--- config.mk ---
export PLATFORM = sky130hd
export DESIGN_NAME = act_serializer_flat
export DESIGN_NICKNAME = d
export VERILOG_FILES = /design/src/rtl/act_serializer_pkg.sv /design/src/rtl/act_serializer_if.sv /design/src/rtl/act_serializer_relu_lane.sv /design/src/rtl/act_serializer.sv /design/src/flat_wrapper.sv
export SDC_FILE = /design/constraint.sdc
export NUM_CORES = 1
export LEC_CHECK = 0
export CAP_MARGIN = 30
export CORE_ASPECT_RATIO = 0.6
export CORE_MARGIN = 1.5
export CORE_UTILIZATION = 67
export CTS_CLUSTER_DIAMETER = 200
export DETAILED_ROUTE_END_ITERATION = 10
export DONT_BUFFER_PORTS = 1
export PLACE_DENSITY = 0.93
export REMOVE_ABC_BUFFERS = 1
export SETUP_SLACK_MARGIN = 0.02
export SYNTH_ARGS = -nofsm -noshare
export SYNTH_HDL_FRONTEND = slang
export SYNTH_SLANG_ARGS = --single-unit
--- constraint.sdc ---
create_clock -name clk -period 4.1 [get_ports clk]
set_input_delay 0.615 -clock clk [delete_from_list [all_inputs] [get_ports clk]]
set_output_delay 0.615 -clock clk [all_outputs]
set_load 0.01 [all_outputs]
--- src/rtl/act_serializer_pkg.sv ---
// rtl/act_serializer_pkg.sv - shared constants, FSM encoding and helpers for act_serializer
package act_serializer_pkg;

  // Lanes on the MAC result bus; fixed in this revision.
  localparam int CLASS_NUM = 8;

  // Integer bits beyond the 16 fractional/base bits of a lane.
  localparam int FEATURE_WIDE_DEF = 4;

  typedef enum logic [1:0] {
    ST_IDLE   = 2'd0,
    ST_STREAM = 2'd1,
    ST_BIAS   = 2'd2
  } state_t;

  // Lane width derived from the extra integer bits.
  function automatic int lane_width(input int feature_wide);
    return feature_wide + 16;
  endfunction

  // Low bit of lane k in the flattened result bus.
  function automatic int lane_lo(input int k, input int lw);
    return k * lw;
  endfunction

  // Valid-lane count limited to the number of physical lanes.
  function automatic logic [4:0] clamp_nv(input logic [3:0] n);
    return (n > 4'd8) ? 5'd8 : {1'b0, n};
  endfunction

endpackage

--- src/rtl/act_serializer_if.sv ---
// rtl/act_serializer_if.sv - serial feature stream towards the next layer MAC
interface act_serializer_if #(
  parameter int LW     = 20,
  parameter int ADDR_W = 5
) ();

  logic              out_valid;
  logic              out_ready;
  logic signed [LW-1:0] feature;
  logic              bias_beat;
  logic              last;
  logic [ADDR_W-1:0] w_addr;

  modport master (
    output out_valid,
    output feature,
    output bias_beat,
    output last,
    output w_addr,
    input  out_ready
  );

  modport slave (
    input  out_valid,
    input  feature,
    input  bias_beat,
    input  last,
    input  w_addr,
    output out_ready
  );

endinterface

--- src/rtl/act_serializer_relu_lane.sv ---
// rtl/act_serializer_relu_lane.sv - combinational ReLU on one signed lane
module relu_lane #(
  parameter int LW = 20
) (
  input  logic [LW-1:0] i_lane,
  output logic [LW-1:0] o_lane
);

  // Only the sign bit decides; non-negative values pass through unchanged.
  assign o_lane = i_lane[LW-1] ? '0 : i_lane;

endmodule

--- src/rtl/act_serializer.sv ---
// rtl/act_serializer.sv - captures MAC lane sums, applies ReLU and replays them as a serial stream
module act_serializer
  import act_serializer_pkg::*;
#(
  parameter  int FEATURE_WIDE = FEATURE_WIDE_DEF,
  parameter  int BIAS_BEAT    = 1,
  parameter  int ADDR_W       = 5,
  localparam int LW           = lane_width(FEATURE_WIDE)
) (
  input  logic                  clk,
  input  logic                  rst_n,
  input  logic                  load,
  input  logic [CLASS_NUM*LW-1:0] result,
  input  logic [3:0]            n_valid,
  act_serializer_if.master      m_out,
  output logic [4:0]            f_num,
  output logic                  busy,
  output logic                  done,
  output logic                  overrun
);

  localparam bit LP_BIAS = (BIAS_BEAT != 0);

  state_t        r_state;
  state_t        w_next;
  logic [LW-1:0] r_buf [CLASS_NUM];
  logic [LW-1:0] w_relu [CLASS_NUM];
  logic [4:0]    r_idx;
  logic [4:0]    r_nv;
  logic          r_done;
  logic          r_overrun;
  logic [4:0]    w_nv;
  logic          w_hs;
  logic          w_accept;
  logic          w_last_lane;
  logic          w_final;

  assign w_nv        = clamp_nv(n_valid);
  assign w_hs        = m_out.out_valid & m_out.out_ready;
  assign w_accept    = load & (r_state == ST_IDLE);
  assign w_last_lane = (r_idx == (r_nv - 5'd1));
  // Final handshake of a vector: the bias beat, or the last lane when no bias beat follows.
  assign w_final     = w_hs & ((r_state == ST_BIAS) |
                               ((r_state == ST_STREAM) & w_last_lane & ~LP_BIAS));

  for (genvar k = 0; k < CLASS_NUM; k++) begin : g_lane
    relu_lane #(.LW(LW)) u_relu (
      .i_lane (result[lane_lo(k, LW) +: LW]),
      .o_lane (w_relu[k])
    );
  end

  // FSM state register.
  always_ff @(posedge clk or negedge rst_n) begin
    if (!rst_n) begin
      r_state <= ST_IDLE;
    end else begin
      r_state <= w_next;
    end
  end

  // Next-state decision: capture, stream lanes, then optional bias beat.
  always_comb begin
    w_next = r_state;
    case (r_state)
      ST_IDLE: begin
        if (load) begin
          if (w_nv != 5'd0) w_next = ST_STREAM;
          else if (LP_BIAS) w_next = ST_BIAS;
        end
      end
      ST_STREAM: begin
        if (w_hs && w_last_lane) w_next = LP_BIAS ? ST_BIAS : ST_IDLE;
      end
      ST_BIAS: begin
        if (w_hs) w_next = ST_IDLE;
      end
      default: w_next = ST_IDLE;
    endcase
  end

  // Buffer capture, beat index and feature count; the index runs up to nv so it doubles as the bias address.
  always_ff @(posedge clk or negedge rst_n) begin
    if (!rst_n) begin
      for (int k = 0; k < CLASS_NUM; k++) r_buf[k] <= '0;
      r_idx <= '0;
      r_nv  <= '0;
    end else if (w_accept) begin
      for (int k = 0; k < CLASS_NUM; k++) r_buf[k] <= w_relu[k];
      r_idx <= '0;
      r_nv  <= w_nv;
    end else if (w_hs && (r_state == ST_STREAM)) begin
      r_idx <= r_idx + 5'd1;
    end
  end

  // Done pulse after the final handshake (or an empty vector with no bias beat); sticky overrun.
  always_ff @(posedge clk or negedge rst_n) begin
    if (!rst_n) begin
      r_done    <= 1'b0;
      r_overrun <= 1'b0;
    end else begin
      r_done    <= w_final | (w_accept & (w_nv == 5'd0) & ~LP_BIAS);
      r_overrun <= r_overrun | (load & (r_state != ST_IDLE));
    end
  end

  // Beat outputs decoded from registered state so they stay stable through a stall.
  always_comb begin
    m_out.out_valid = (r_state != ST_IDLE);
    m_out.bias_beat = (r_state == ST_BIAS);
    m_out.feature   = '0;
    m_out.w_addr    = ADDR_W'(r_idx);
    m_out.last      = (r_state == ST_BIAS) | ((r_state == ST_STREAM) & w_last_lane & ~LP_BIAS);
    if (r_state == ST_STREAM) m_out.feature = r_buf[r_idx[2:0]];
  end

  assign f_num   = r_nv;
  assign busy    = (r_state != ST_IDLE);
  assign done    = r_done;
  assign overrun = r_overrun;

endmodule

--- src/flat_wrapper.sv ---
// flat-port wrapper written by rule: the top's interface ports become plain ports
module act_serializer_flat import act_serializer_pkg::*;
#(
  parameter  int FEATURE_WIDE = FEATURE_WIDE_DEF,
  parameter  int BIAS_BEAT    = 1,
  parameter  int ADDR_W       = 5,
  localparam int LW           = lane_width(FEATURE_WIDE)
)
  (clk, rst_n, load, result, n_valid, f_num, busy, done, overrun, m_out_out_valid, m_out_feature, m_out_bias_beat, m_out_last, m_out_w_addr, m_out_out_ready);
  act_serializer_if #(.LW((20)), .ADDR_W(ADDR_W)) m_out_i ();
  input  logic clk;
  input  logic rst_n;
  input  logic load;
  input  logic [CLASS_NUM*LW-1:0] result;
  input  logic [3:0] n_valid;
  output logic [4:0] f_num;
  output logic busy;
  output logic done;
  output logic overrun;
  output wire logic [$bits(m_out_i.out_valid)-1:0] m_out_out_valid;
  output wire logic [$bits(m_out_i.feature)-1:0] m_out_feature;
  output wire logic [$bits(m_out_i.bias_beat)-1:0] m_out_bias_beat;
  output wire logic [$bits(m_out_i.last)-1:0] m_out_last;
  output wire logic [$bits(m_out_i.w_addr)-1:0] m_out_w_addr;
  input wire logic [$bits(m_out_i.out_ready)-1:0] m_out_out_ready;
  assign m_out_out_valid = m_out_i.out_valid;
  assign m_out_feature = m_out_i.feature;
  assign m_out_bias_beat = m_out_i.bias_beat;
  assign m_out_last = m_out_i.last;
  assign m_out_w_addr = m_out_i.w_addr;
  assign m_out_i.out_ready = m_out_out_ready;
  act_serializer #(.FEATURE_WIDE(FEATURE_WIDE), .BIAS_BEAT(BIAS_BEAT), .ADDR_W(ADDR_W)) u_core (.clk(clk), .rst_n(rst_n), .load(load), .result(result), .n_valid(n_valid), .m_out(m_out_i), .f_num(f_num), .busy(busy), .done(done), .overrun(overrun));
endmodule
Word-level counts from Yosys, hierarchy flattened:

Cells that the tools add are included.

* $add $sub $neg: 2
* magnitude comparators: 2
* equal/unequal tests: 6
* mux-type cells: 20
* bitwise gates (word level): 6
* reduce and logical (&&, ||, !) cells: 7

Operators by type and width (number)
* $mux W19: 8
* $bmux W20 S3: 1
* $mux W20: 3
* $mux W5: 2
* $mux W2: 4
* $pmux W2 S3: 1
* $add A5 B1 Y5 const B: 1
* $eq A5 B5 Y1: 1
* $reduce_bool A5 Y1: 1
* $sub A5 B1 Y5 const B: 1
* $and A1 B1 Y1: 4
* $ge A4 B4 Y1 const B: 1
* $gt A4 B4 Y1 const B: 1
* $mux W4: 1
* $ne A2 B1 Y1 const B: 2
* $not A3 Y4: 1
* $reduce_bool A2 Y1: 2
* $reduce_and A3 Y1: 1
* $eq A2 B1 Y1 const B: 1
* $eq A2 B2 Y1 const B: 1
* $logic_and A1 B1 Y1: 2
* $logic_not A2 Y1: 1
* $ne A2 B2 Y1 const B: 1
* $or A1 B1 Y1: 1

* register bits after elaboration: 174
* logic and storage cells: 56

Logic depth before layout (Yosys ltp):

Gate-level depths: netlist of the first run.

* depth after elaboration: 6
* mapped depth: 7
* mapped depth without buffers: 6

Cells and area by module:

A second synthesis of the first run with hierarchy kept.

* cell total of the unflattened synthesis: 1021
* area, all modules: 9142.5 um^2

By module, submodules not included
* act_serializer: instances 1, cells an instance 845, area each 7961.4 um^2, seq. area each 4329.2 um^2
* relu_lane: instances 8, cells an instance 22, area each 147.6 um^2, seq. area each 0.0 um^2

Least setup slack after synthesis of the first run:

No wires, ideal clock.

* path type: reg2out
* from: register u_core.r_idx[0] (netlist: u_core.m_out.w_addr[0])
* to: output m_out_feature[0]
* data arrival time: 1.416 ns
* data required time: 3.485 ns
* setup slack: 2.069 ns
* cell stages (with the launch flop): 6
* cell sequence: dfrtp_1 > buf_6 > buf_6 > mux4_2 > mux2i_1 > nor2_1

* cells in the longest elaborated chain, start to end: 5

RTL lines
* start: declaration: line act_serializer.sv:28 `logic [4:0] r_idx;`
* start signal: assignment: line act_serializer.sv:93 `r_idx <= r_idx + 5'd1;`
* $not A3 Y4 (implied by the code): line act_serializer.sv:115 `if (r_state == ST_STREAM) m_out.feature = r_buf[r_idx[2:0]];`
* $bmux W20 S3: line act_serializer.sv:115
* $mux W20 (implied by the code) (2 in a row): line act_serializer.sv:115
* $mux W20: line act_serializer.sv:115
* end: declaration: line flat_wrapper.sv:21 `output wire logic [$bits(m_out_i.feature)-1:0] m_out_feature;`

Every way passes these cells. The select of a mux whose other input is x is not followed.

Worst setup path after layout of the first run:

* from: register u_core.r_idx[0] (netlist: u_core.m_out.w_addr[0])
* to: output m_out_feature[12]

Same word-level chain as after synthesis.

==> results.sh, run 1 <==
export IMPL_synth_xor_area_share_pct=1.17
export IMPL_fmax_mhz=339
export IMPL_slew_limit_headroom_pct=40.0
export IMPL_synth_compound_area_share_pct=0.548
export IMPL_path_delay_family="flip-flops"
export IMPL_whs_ns=-0.111
export IMPL_synthSimpleGateAreaFrac_pct=30.5
export IMPL_p_seq_share_pct=44.6
export IMPL_finClkSkew_ns=0.00854
export IMPL_setup_viol=0
export IMPL_numClockSinks=165
export IMPL_synthAdderAreaFrac_pct=0.304
export IMPL_synth_async_reset_ratio_pct=100
export IMPL_fin_tns_setup_ns=0
export IMPL_layout_common_cells="310 x nand2_1, 162 x dfrtp_1, 155 x nand3b_1"
export IMPL_cts_tree="built"
export IMPL_ys_seq_area_share_pct=50.2
export IMPL_die_area_sq_um=13000
export IMPL_rsz0062_at_grt="false"
export IMPL_crit_arrival_ns=2.34
export IMPL_pin_count=204
export IMPL_end_kind="output port"
export IMPL_synth_top_family_by_area="simple AND/OR/NAND/NOR gates"
export IMPL_grt_usage_pct=33.2
export IMPL_cell_internal_pwr_mw=4.34
export IMPL_crit_path_max_fanout=43
export IMPL_insertion_delay_ns=0.42
export IMPL_grt_max_degree=166
export IMPL_dp_hpwl_um=13400
export IMPL_fillers=823
export IMPL_syn_cell_area_sq_um=8230
export IMPL_leakagePower_nw=4.26
export IMPL_swShare_pct=36.2
export IMPL_postSynthCellCount=814
export IMPL_initial_core_util_pct=68.4
export IMPL_cp_slowest_cell="dfrtp_4"
export IMPL_overflow=0
export IMPL_ys_ff_latch=165
export IMPL_peakVddDrop_mv=0.305
export IMPL_finalCritPeriodShare_pct=72.0
export IMPL_drc=0
export IMPL_core_sq_um=12000
export IMPL_worstMarginPinSlew_ns=0.900
export IMPL_antenna_found_initial=0
export IMPL_period_minus_slack_ns=2.95
export IMPL_fp_dieW_um=146
export IMPL_final_hold_viol_count=165
export IMPL_final_common_cell="nand2_1"
export IMPL_power_density_nw_per_um2=775
export IMPL_layout_setup_ws_ns=1.15
export IMPL_crit_type="reg -> out"
export IMPL_cts_buffers=17
export IMPL_final_max_slew_viol_count=0
export IMPL_cts_resized=0
export IMPL_dp_worst_setup_slack_ns=1.55
export IMPL_grt_first_pass_wirelength_um=31900
export IMPL_yosys_cell_types_count=30
export IMPL_rows=31
export IMPL_port_buffers=0
export IMPL_ant_nets=0
export IMPL_drv_cap=0
export IMPL_power_mw=6.81
export IMPL_final_nets=946
export IMPL_crit_buf_inv=0
export IMPL_vias=5995
export IMPL_combPwrFrac_pct=32.2
export IMPL_synth_area_mux_share_pct=12.8
export IMPL_violations="hold timing"
export IMPL_cts_root_buf="clkbuf_16"
export IMPL_avgSynthCellArea_sq_um=10.1
export IMPL_die_h_um=88.8
export IMPL_yosysWarnings=0
export IMPL_p_switching_mw=2.47
export IMPL_status="finished with violations"
export IMPL_routed_via_density=6.29
export IMPL_first_pass_iters=5
export IMPL_hold_path_class="in -> async"
export IMPL_slowest_delay_ns=1.02
export IMPL_htree_levels=4
export IMPL_pwr_share_clk_pct=23.2
export IMPL_totalWireLength_um=20900
export IMPL_max_clock_path_buffers=2
export IMPL_cp_required_ns=3.48
export IMPL_cp_startpoint="u_core.m_out.w_addr[0]$_DFFE_PN0P_"
export IMPL_first_global_vias=5868
export IMPL_n_antenna_cell=0
export IMPL_drtIter0Drc=355
export IMPL_synthFlopType="dfrtp_1"
export IMPL_wl_per_cell_um=21.9
export IMPL_gp_congestion=0.833
export IMPL_synth_edf_count=0
export IMPL_path_cells="mux4_2 -> mux2i_1 -> nor2_1"
export IMPL_start_kind="flop"
export IMPL_layout_drive_gt1_share_pct=10.0
export IMPL_path_clk_slew_ns=0.06
export IMPL_rr_startpoint="u_core.r_state[0]$_DFFE_PN0P_"
export IMPL_area_growth_pct=6.87
export IMPL_final_util_pct=73.1
[power by group through the flow]
stage	sequential [mW]	clock [mW]	combinational, mW
final	3.04	1.58	2.19
after global routing	3.12	1.68	2.43
after CTS	3.02	1.60	2.20
after detailed placement	3.03	0	2.17
after global placement	3.03	0	1.90
after floorplan	2.84	0	1.71
[state kept, by name, indices dropped and copies added (netlist names)]
signal,flops
u_core.r_state,2
u_core.r_buf,152
u_core.f_num,4
u_core.overrun,1
u_core.m_out.w_addr,5
u_core.done,1
[through the flow]
step,cells,cell area [sq um]
finish,953,8790
global route,953,8790
CTS,953,8790
detailed placement,922,8200
global placement,919,8130
floorplan,752,7880
[cell families after synthesis]
| family | count (synthesis) |
|---|---|
| and+or+nand+nor | 504 |
| DFF | 165 |
| buffers and inverters | 66 |
| muxes | 58 |
| xor gates and xnor gates | 11 |
| AOI/OAI and AO/OA | 7 |
| adders and majority gates | 2 |
| other | 1 |
[synth_stat cells, types with 2 or more instances]
master    instances  area share (%)
and2_1            2            0.15
buf_1             2           0.091
buf_2            17             1.0
buf_4            11             1.0
buf_6             7            0.96
clkbuf_1         26             1.2
dfrtp_1         165              50
ha_1              2            0.30
inv_1             3            0.14
mux2i_1          20             2.4
mux4_2           38              10
nand2_1         311              14
nand3b_1        155              14
nand4_1           2            0.15
nor2_1           26             1.2
nor2b_1           2            0.15
o21ai_0           3            0.18
xnor2_1           4            0.43
xor2_1            7            0.75
[worst paths after layout]
| path | endpoint | slack, ns | depth (start not counted) |
|---|---|---|---|
| setup / recovery | m_out_feature[12] | 1.15 | 3 |
| hold / removal | u_core.r_buf[46]$_DFFE_PN0P_ | -0.11 | 0 |
| setup reg to reg | u_core.r_buf[145]$_DFFE_PN0P_ | 1.81 | 5 |
| hold reg to reg | u_core.r_buf[8]$_DFFE_PN0P_ | 0.47 | 2 |
| max in group asynchronous | u_core.r_buf[113]$_DFFE_PN0P_ | 4.01 | 0 |
| min in group clk | u_core.f_num[3]$_DFFE_PN0P_ | 0.31 | 2 |
[worst register-to-register path, stage by stage (launching register included)]
cell      delay (ns)
dfrtp_1         0.42
nor2_1          0.27
and2_4          0.76
buf_12          0.45
nand3b_1        0.20
nand2_1         0.11
[area by class of cell]
class                      count  area, sq um  share of cell area (%)
clock buffer                  18          439                    5.00
clock inverter                13          149                    1.69
inverter                       3         11.3                   0.128
multi-input combinational    584         3750                    42.6
sequential                   165         4140                    47.0
tap                          165          206                    2.35
timing repair buffer           5          103                    1.17
[timing repair]
item | in CTS | in global routing
endpoints found under the setup margin | 0 | 0
hold endpoints to repair | 165 | 165
setup buffers | 0 | 0
[metal layers]
layer / GRT usage, % / share of wire (%) / vias up
met1: 43.6 / 40 / 2997
met2: 53.2 / 48 / 325
met5: 0 / 0 / -
li1: - / - / 2643
met3: 11.3 / 10 / 30
met4: 10.9 / 1.6 / 0
Power figures use the tool's default switching activity.
==> run 2, diff against run 1 <==
--- a/config.mk
+++ b/config.mk
@@ -5,14 +5,15 @@
 export SDC_FILE = /design/constraint.sdc
 export NUM_CORES = 1
 export LEC_CHECK = 0
+export ABC_AREA = 1
 export CAP_MARGIN = 30
 export CORE_ASPECT_RATIO = 0.6
 export CORE_MARGIN = 1.5
-export CORE_UTILIZATION = 67
+export CORE_UTILIZATION = 58
 export CTS_CLUSTER_DIAMETER = 200
 export DETAILED_ROUTE_END_ITERATION = 10
 export DONT_BUFFER_PORTS = 1
-export PLACE_DENSITY = 0.93
+export PLACE_DENSITY = 0.86
 export REMOVE_ABC_BUFFERS = 1
 export SETUP_SLACK_MARGIN = 0.02
 export SYNTH_ARGS = -nofsm -noshare
==> constraint.sdc (replaced) <==
create_clock -name clk -period 2.4 [get_ports clk]
set_input_delay 0.36 -clock clk [delete_from_list [all_inputs] [get_ports clk]]
set_output_delay 0.36 -clock clk [all_outputs]
set_load 0.01 [all_outputs]
==> results.sh, run 2 <==
export IMPL_ant_nets=0
export IMPL_power_density_nw_per_um2=1370
export IMPL_cts_buffers=17
export IMPL_die_h_um=94.1
export IMPL_ys_seq_area_share_pct=51.5
export IMPL_largest_register_ffs=152
export IMPL_rows=33
export IMPL_fillers=1149
export IMPL_avgSynthCellArea_sq_um=7.98
export IMPL_grt_max_degree=166
export IMPL_slew_limit_headroom_pct=42.5
export IMPL_crit_path_max_fanout=29
export IMPL_core_sq_um=13600
export IMPL_path_clk_slew_ns=0.07
export IMPL_area_growth_pct=10.1
export IMPL_yosys_cell_types_count=28
export IMPL_finClkSkew_ns=0.00819
export IMPL_first_pass_iters=5
export IMPL_regMostFlops="u_core.r_buf"
export IMPL_multi_input_area_sq_um=3130
export IMPL_final_common_cell="nand2_1"
export IMPL_synthFlopType="dfrtp_1"
export IMPL_vias=7123
export IMPL_path_cells="inv_2 -> buf_6 -> a21oi_1 -> o21ai_1 -> nand3_1 -> nand2_1 -> a31oi_2 -> buf_4"
export IMPL_fin_tns_setup_ns=0
export IMPL_gp_congestion=0.871
export IMPL_numClockSinks=165
export IMPL_dp_cells=1135
export IMPL_wl_per_cell_um=19.3
export IMPL_worstMarginPinSlew_ns=0.861
export IMPL_fp_dieW_um=155
export IMPL_synth_common_cells="198 x nand2_1, 177 x nand3_1, 165 x dfrtp_1"
export IMPL_overflow=0
export IMPL_whs_ns=-0.366
export IMPL_htree_levels=4
export IMPL_crit_type="reg -> out"
export IMPL_netlist_top_cell_by_area="dfrtp_1"
export IMPL_regArea_sq_um=4130
export IMPL_fmax_mhz=435
export IMPL_antenna_found_initial=0
export IMPL_rr_startpoint="u_core.r_state[1]$_DFFE_PN0P_"
export IMPL_final_nets=1151
export IMPL_synth_top_area_share_pct=51.5
export IMPL_grt_first_pass_wirelength_um=34800
export IMPL_final_cells=1169
export IMPL_cp_slowest_cell="dfrtp_2"
export IMPL_peakVddDrop_mv=0.732
export IMPL_cts_root_buf="clkbuf_16"
export IMPL_final_max_slew_viol_count=0
export IMPL_rsz0062_at_grt="true"
export IMPL_slowest_delay_ns=0.47
export IMPL_end_kind="output port"
export IMPL_initial_core_util_pct=59.0
export IMPL_drc=0
export IMPL_max_clock_path_buffers=2
export IMPL_period_minus_slack_ns=2.30
export IMPL_drv_cap=0
export IMPL_synth_async_reset_ratio_pct=100
export IMPL_totalWireLength_um=22600
export IMPL_port_buffers=0
export IMPL_violations="hold timing"
export IMPL_syn_cell_area_sq_um=8010
export IMPL_final_util_pct=65.0
export IMPL_postSynthCellCount=1004
export IMPL_crit_arrival_ns=1.94
export IMPL_layout_drive_gt1_share_pct=7.65
export IMPL_cts_tree="built"
export IMPL_synth_most_common_cell="nand2_1"
export IMPL_netlist_top_cells_area="dfrtp_1 52%, nand3_1 11%, nand2_1 9.3%, o21ai_1 5.6%, a21oi_1 5.1%"
export IMPL_finalCritPeriodShare_pct=95.9
export IMPL_cp_startpoint="u_core.m_out.w_addr[0]$_DFFE_PN0P_"
export IMPL_yosysWarnings=0
export IMPL_pin_count=204
export IMPL_hold_path_class="in -> async"
export IMPL_cp_required_ns=2.04
export IMPL_routed_via_density=6.09
export IMPL_start_kind="flop"
export IMPL_grt_usage_pct=31.5
export IMPL_dp_worst_setup_slack_ns=0.417
export IMPL_drtIter0Drc=567
export IMPL_layout_common_cells="198 x nand2_1, 177 x nand3_1, 163 x dfrtp_1"
export IMPL_first_global_vias=6503
export IMPL_ys_ff_latch=165
export IMPL_final_hold_viol_count=165
export IMPL_synth_edf_count=0
export IMPL_die_area_sq_um=14600
export IMPL_insertion_delay_ns=0.41
export IMPL_setup_viol=0
export IMPL_n_antenna_cell=0
export IMPL_dp_hpwl_um=14700
export IMPL_leakagePower_nw=4.15
export IMPL_layout_setup_ws_ns=0.0990
export IMPL_status="finished with violations"
## run 2: cell types whose count changed in the layout (fill, tap and decap cells not counted), moves of 38 or more
cell      before  now
nand3_1        0  177
nand3b_1     155    0
nand2_1      310  198
inv_1          3   93
o21ai_1        0   89
a21oi_1        1   81
o21ai_0        3   68
mux4_2        38    0
## run 2: path summary, 6_finish.rpt
check                                                      to  slack, ns  cells after the start
min in group clk                  u_core.f_num[2]$_DFFE_PN0P_       0.08                      2
hold / removal                   u_core.r_buf[45]$_DFFE_PN0P_      -0.37                      0
setup reg to reg                 u_core.r_buf[34]$_DFFE_PN0P_       0.53                      6
setup / recovery                            m_out_feature[10]        0.1                      8
max in group asynchronous  u_core.m_out.w_addr[0]$_DFFE_PN0P_       2.45                      0
hold reg to reg                   u_core.r_buf[0]$_DFFE_PN0P_       0.47                      2
## run 2: logic make-up after synthesis
family          Yosys count  synth area share, %
compound gates          262                 16.8
other cells               1               0.0468
xor+xnor                  2                0.219
flops                   165                 51.5
simple gates            391                 21.5
buf+inv                 181                 9.65
fa+ha+maj                 2                0.312
## run 2: layer usage
metal	share of wire, %	track usage [%]
met5	0	0
met4	1.0	8.81
met3	13	10.7
met2	43	45.3
met1	43	45.5
## run 2: layout make-up
type | count | area share (%)
inverter | 105 | 4.49
sequential | 165 | 46.8
clock inverter | 13 | 1.94
multi-input combinational | 659 | 35.5
timing repair buffer | 33 | 3.80
tap | 175 | 2.48
clock buffer | 19 | 5.02
## run 2: through the flow
| step | instance area (sq um) | power, mW |
|---|---|---|
| 2_1_floorplan | 7640 | 7.44 |
| 3_3_place_gp | 8160 | 8.91 |
| 3_5_place_dp | 8160 | 9.10 |
| 4_1_cts | 8770 | 12.0 |
| 5_1_grt | 8830 | 12.9 |
| 6_report | 8830 | 12.1 |
## run 2: report_power, final
part / switching [mW] / internal, mW / total [mW]
Combinational: 3.22 / 1.63 / 4.84
Sequential: 0.519 / 3.90 / 4.42
Clock: 1.16 / 1.68 / 2.85
## run 2: critical path: cells and delay by family, from the launching register on
kind | cells | cell delay, ns
AND/OR/NAND/NOR | 2 | 0.27
AO/OA/AOI/OAI | 3 | 0.25
buffers and inverters | 3 | 0.54
flip-flops | 1 | 0.47
## run 2: timing repair
action | CTS | global route
buffers inserted | 0 | 1
setup endpoints to repair | 7 | 10
gates resized for setup | 1 | 4
hold endpoints to repair | 165 | 165
cloned | 0 | 1
==> run 3, diff against run 2 <==
--- a/config.mk
+++ b/config.mk
@@ -13,9 +13,11 @@
 export CTS_CLUSTER_DIAMETER = 200
 export DETAILED_ROUTE_END_ITERATION = 10
 export DONT_BUFFER_PORTS = 1
+export GPL_TIMING_DRIVEN = 0
 export PLACE_DENSITY = 0.86
 export REMOVE_ABC_BUFFERS = 1
 export SETUP_SLACK_MARGIN = 0.02
 export SYNTH_ARGS = -nofsm -noshare
 export SYNTH_HDL_FRONTEND = slang
+export SYNTH_HIERARCHICAL = 1
 export SYNTH_SLANG_ARGS = --single-unit
==> results.sh, run 3 <==
export IMPL_netlist_top_cells_area="dfrtp_1 45%, nand2_1 20%, nor2_1 11%, inv_1 6.7%, o21ai_0 4.6%"
export IMPL_routed_via_density=5.65
export IMPL_htree_levels=4
export IMPL_drv_cap=0
export IMPL_n_antenna_cell=0
export IMPL_syn_cell_area_sq_um=9580
export IMPL_leakagePower_nw=5.96
export IMPL_dp_hpwl_um=15600
export IMPL_avgSynthCellArea_sq_um=6.75
export IMPL_final_hold_viol_count=173
export IMPL_largest_register_ffs=160
export IMPL_fp_dieW_um=169
export IMPL_first_pass_iters=6
export IMPL_swShare_pct=44.8
export IMPL_synth_most_common_cell="nand2_1"
export IMPL_grt_max_degree=174
export IMPL_synth_edf_count=0
export IMPL_peakVddDrop_mv=0.529
export IMPL_power_density_nw_per_um2=1340
export IMPL_p_switching_mw=6.32
export IMPL_postSynthCellCount=1419
export IMPL_synth_common_cells="514 x nand2_1, 284 x nor2_1, 173 x dfrtp_1"
export IMPL_ys_seq_area_share_pct=45.2
export IMPL_drtIter0Drc=1290
export IMPL_grt_first_pass_wirelength_um=43000
export IMPL_first_global_vias=8198
export IMPL_combPwrFrac_pct=46.0
export IMPL_fmax_mhz=423
export IMPL_totalWireLength_um=29500
export IMPL_antenna_found_initial=0
export IMPL_cell_internal_pwr_mw=7.79
export IMPL_dp_worst_setup_slack_ns=-0.474
export IMPL_hold_path_class="in -> async"
export IMPL_worstMarginPinSlew_ns=0.627
export IMPL_initial_core_util_pct=59.3
export IMPL_end_kind="output port"
export IMPL_area_growth_pct=9.66
export IMPL_vias=9005
export IMPL_numClockSinks=173
export IMPL_layout_common_cells="514 x nand2_1, 263 x nor2_1, 170 x dfrtp_1"
export IMPL_die_h_um=103
export IMPL_grt_usage_pct=32.9
export IMPL_layout_drive_gt1_share_pct=7.44
export IMPL_die_area_sq_um=17300
export IMPL_drc=0
export IMPL_rsz0062_at_grt="true"
export IMPL_whs_ns=-0.371
export IMPL_cp_required_ns=2.04
export IMPL_yosysWarnings=6
export IMPL_yosys_cell_types_count=22
export IMPL_crit_path_max_fanout=14
export IMPL_cts_tree="built"
export IMPL_overflow=0
export IMPL_ant_nets=0
export IMPL_core_sq_um=16200
export IMPL_final_max_slew_viol_count=0
export IMPL_violations="hold timing"
export IMPL_setup_viol=0
export IMPL_final_common_cell="nand2_1"
export IMPL_gp_congestion=0.806
export IMPL_pin_count=204
export IMPL_final_nets=1542
export IMPL_port_buffers=0
export IMPL_cts_root_buf="clkbuf_16"
export IMPL_crit_type="reg -> out"
export IMPL_regMostFlops="u_core/r_buf"
export IMPL_synthFlopType="dfrtp_1"
export IMPL_finClkSkew_ns=0.0117
export IMPL_synth_top_area_share_pct=45.2
export IMPL_ys_ff_latch=173
export IMPL_finalCritPeriodShare_pct=98.6
export IMPL_path_clk_slew_ns=0.07
export IMPL_pwr_share_clk_pct=19.1
export IMPL_period_minus_slack_ns=2.37
export IMPL_cts_buffers=17
export IMPL_start_kind="flop"
export IMPL_layout_setup_ws_ns=0.0336
export IMPL_insertion_delay_ns=0.42
export IMPL_worst_r2r_cell_count=9
export IMPL_max_clock_path_buffers=2
export IMPL_netlist_top_cell_by_area="dfrtp_1"
export IMPL_slew_limit_headroom_pct=58.1
export IMPL_crit_arrival_ns=2.01
export IMPL_wl_per_cell_um=18.5
export IMPL_status="finished with violations"
export IMPL_synth_async_reset_ratio_pct=100
export IMPL_p_seq_share_pct=34.9
export IMPL_rows=36
run 3: changes by cell type after synthesis, moves of 19 or more:
cell     delta
nor2_1    +275
o21ai_0    +21
inv_1      +76
o21ai_1    -72
a31oi_1    -19
o22ai_1    +40
nand3_1   -170
nand2_1   +316
buf_2      +21
a21oi_1    -76
run 3: per-layer routing:
metal | GRT usage, % | vias up | wire (um)
met5 | 0 | - | 0
met3 | 8.18 | 58 | 3680
li1 | - | 4127 | -
met1 | 45.8 | 4201 | 12400
met2 | 52.4 | 619 | 12900
met4 | 7.90 | 0 | 533
run 3: area by class of cell:
type,instances,area (sq um)
multi-input combinational,977,4070
inverter,175,724
fill,1399,5660
clock inverter,14,125
clock buffer,18,439
timing repair buffer,26,527
sequential,173,4340
timing repair inverter,2,20.0
tap,209,262
run 3: what timing repair did:
action | 4_1_cts | 5_1_grt
gates cloned | 3 | 6
endpoints found under the hold margin | 173 | 173
buffers inserted | 8 | 4
setup endpoints to repair | 189 | 76
pin swaps | 2 | 13
gates resized for setup | 25 | 40
run 3: cells by family (layout without fill, tap and decap cells):
logic type,Yosys count,after routing,synth area share [%]
adder cells (fa/ha/maj),2,2,0.261
flip-flops,173,173,45.2
AO/OA/AOI/OAI,155,155,8.70
other,9,9,0.353
buffers and inverters,270,235,13.4
AND/OR/NAND/NOR,810,811,32.1
run 3: worst paths after layout:
path	from	end	slack, ns
max	u_core/m_out.w_addr[0]$_DFFE_PN0P_	m_out_feature[19]	0.03
min	rst_n	u_core/r_buf[98]$_DFFE_PN0P_	-0.37
max reg2reg	u_core/r_state[1]$_DFFE_PN0P_	u_core/r_buf[67]$_DFFE_PN0P_	0.13
min reg2reg	u_core/r_buf[128]$_DFFE_PN0P_	u_core/r_buf[128]$_DFFE_PN0P_	0.47
max in group asynchronous	rst_n	u_core/r_buf[111]$_DFFE_PN0P_	2.47
min in group clk	n_valid[2]	u_core/f_num[2]$_DFFE_PN0P_	0.07
run 3: power by group through the flow:
stage	logic (mW)	registers [mW]	clock network, mW
floorplan	3.47	4.79	0
global placement	4.46	5.10	0
detailed placement	4.76	5.13	0
CTS	5.62	4.93	2.72
global route	7.09	5.03	2.83
finish	6.48	4.92	2.70
run 3: through the flow:
step	area, sq um	setup TNS, ns	cells	util, %	total power, mW
after floorplan	8960	-341.71	1324	-	8.26
after global placement	9220	-788.02	1533	57.0	9.56
after detailed placement	9410	-36.95	1541	58.2	9.89
after CTS	10200	0	1584	63.2	13.3
after global routing	10500	-0.0552	1594	65.0	14.9
final	10500	0	1594	65.0	14.1
run 3: critical path: stages (launching register included):
cell and delay, ns:
dfrtp_4 0.55, buf_12 0.19, clkinv_16 0.10, buf_16 0.15
o21ai_0 0.25, o22ai_1 0.13, nor2_1 0.13, nor2_2 0.09
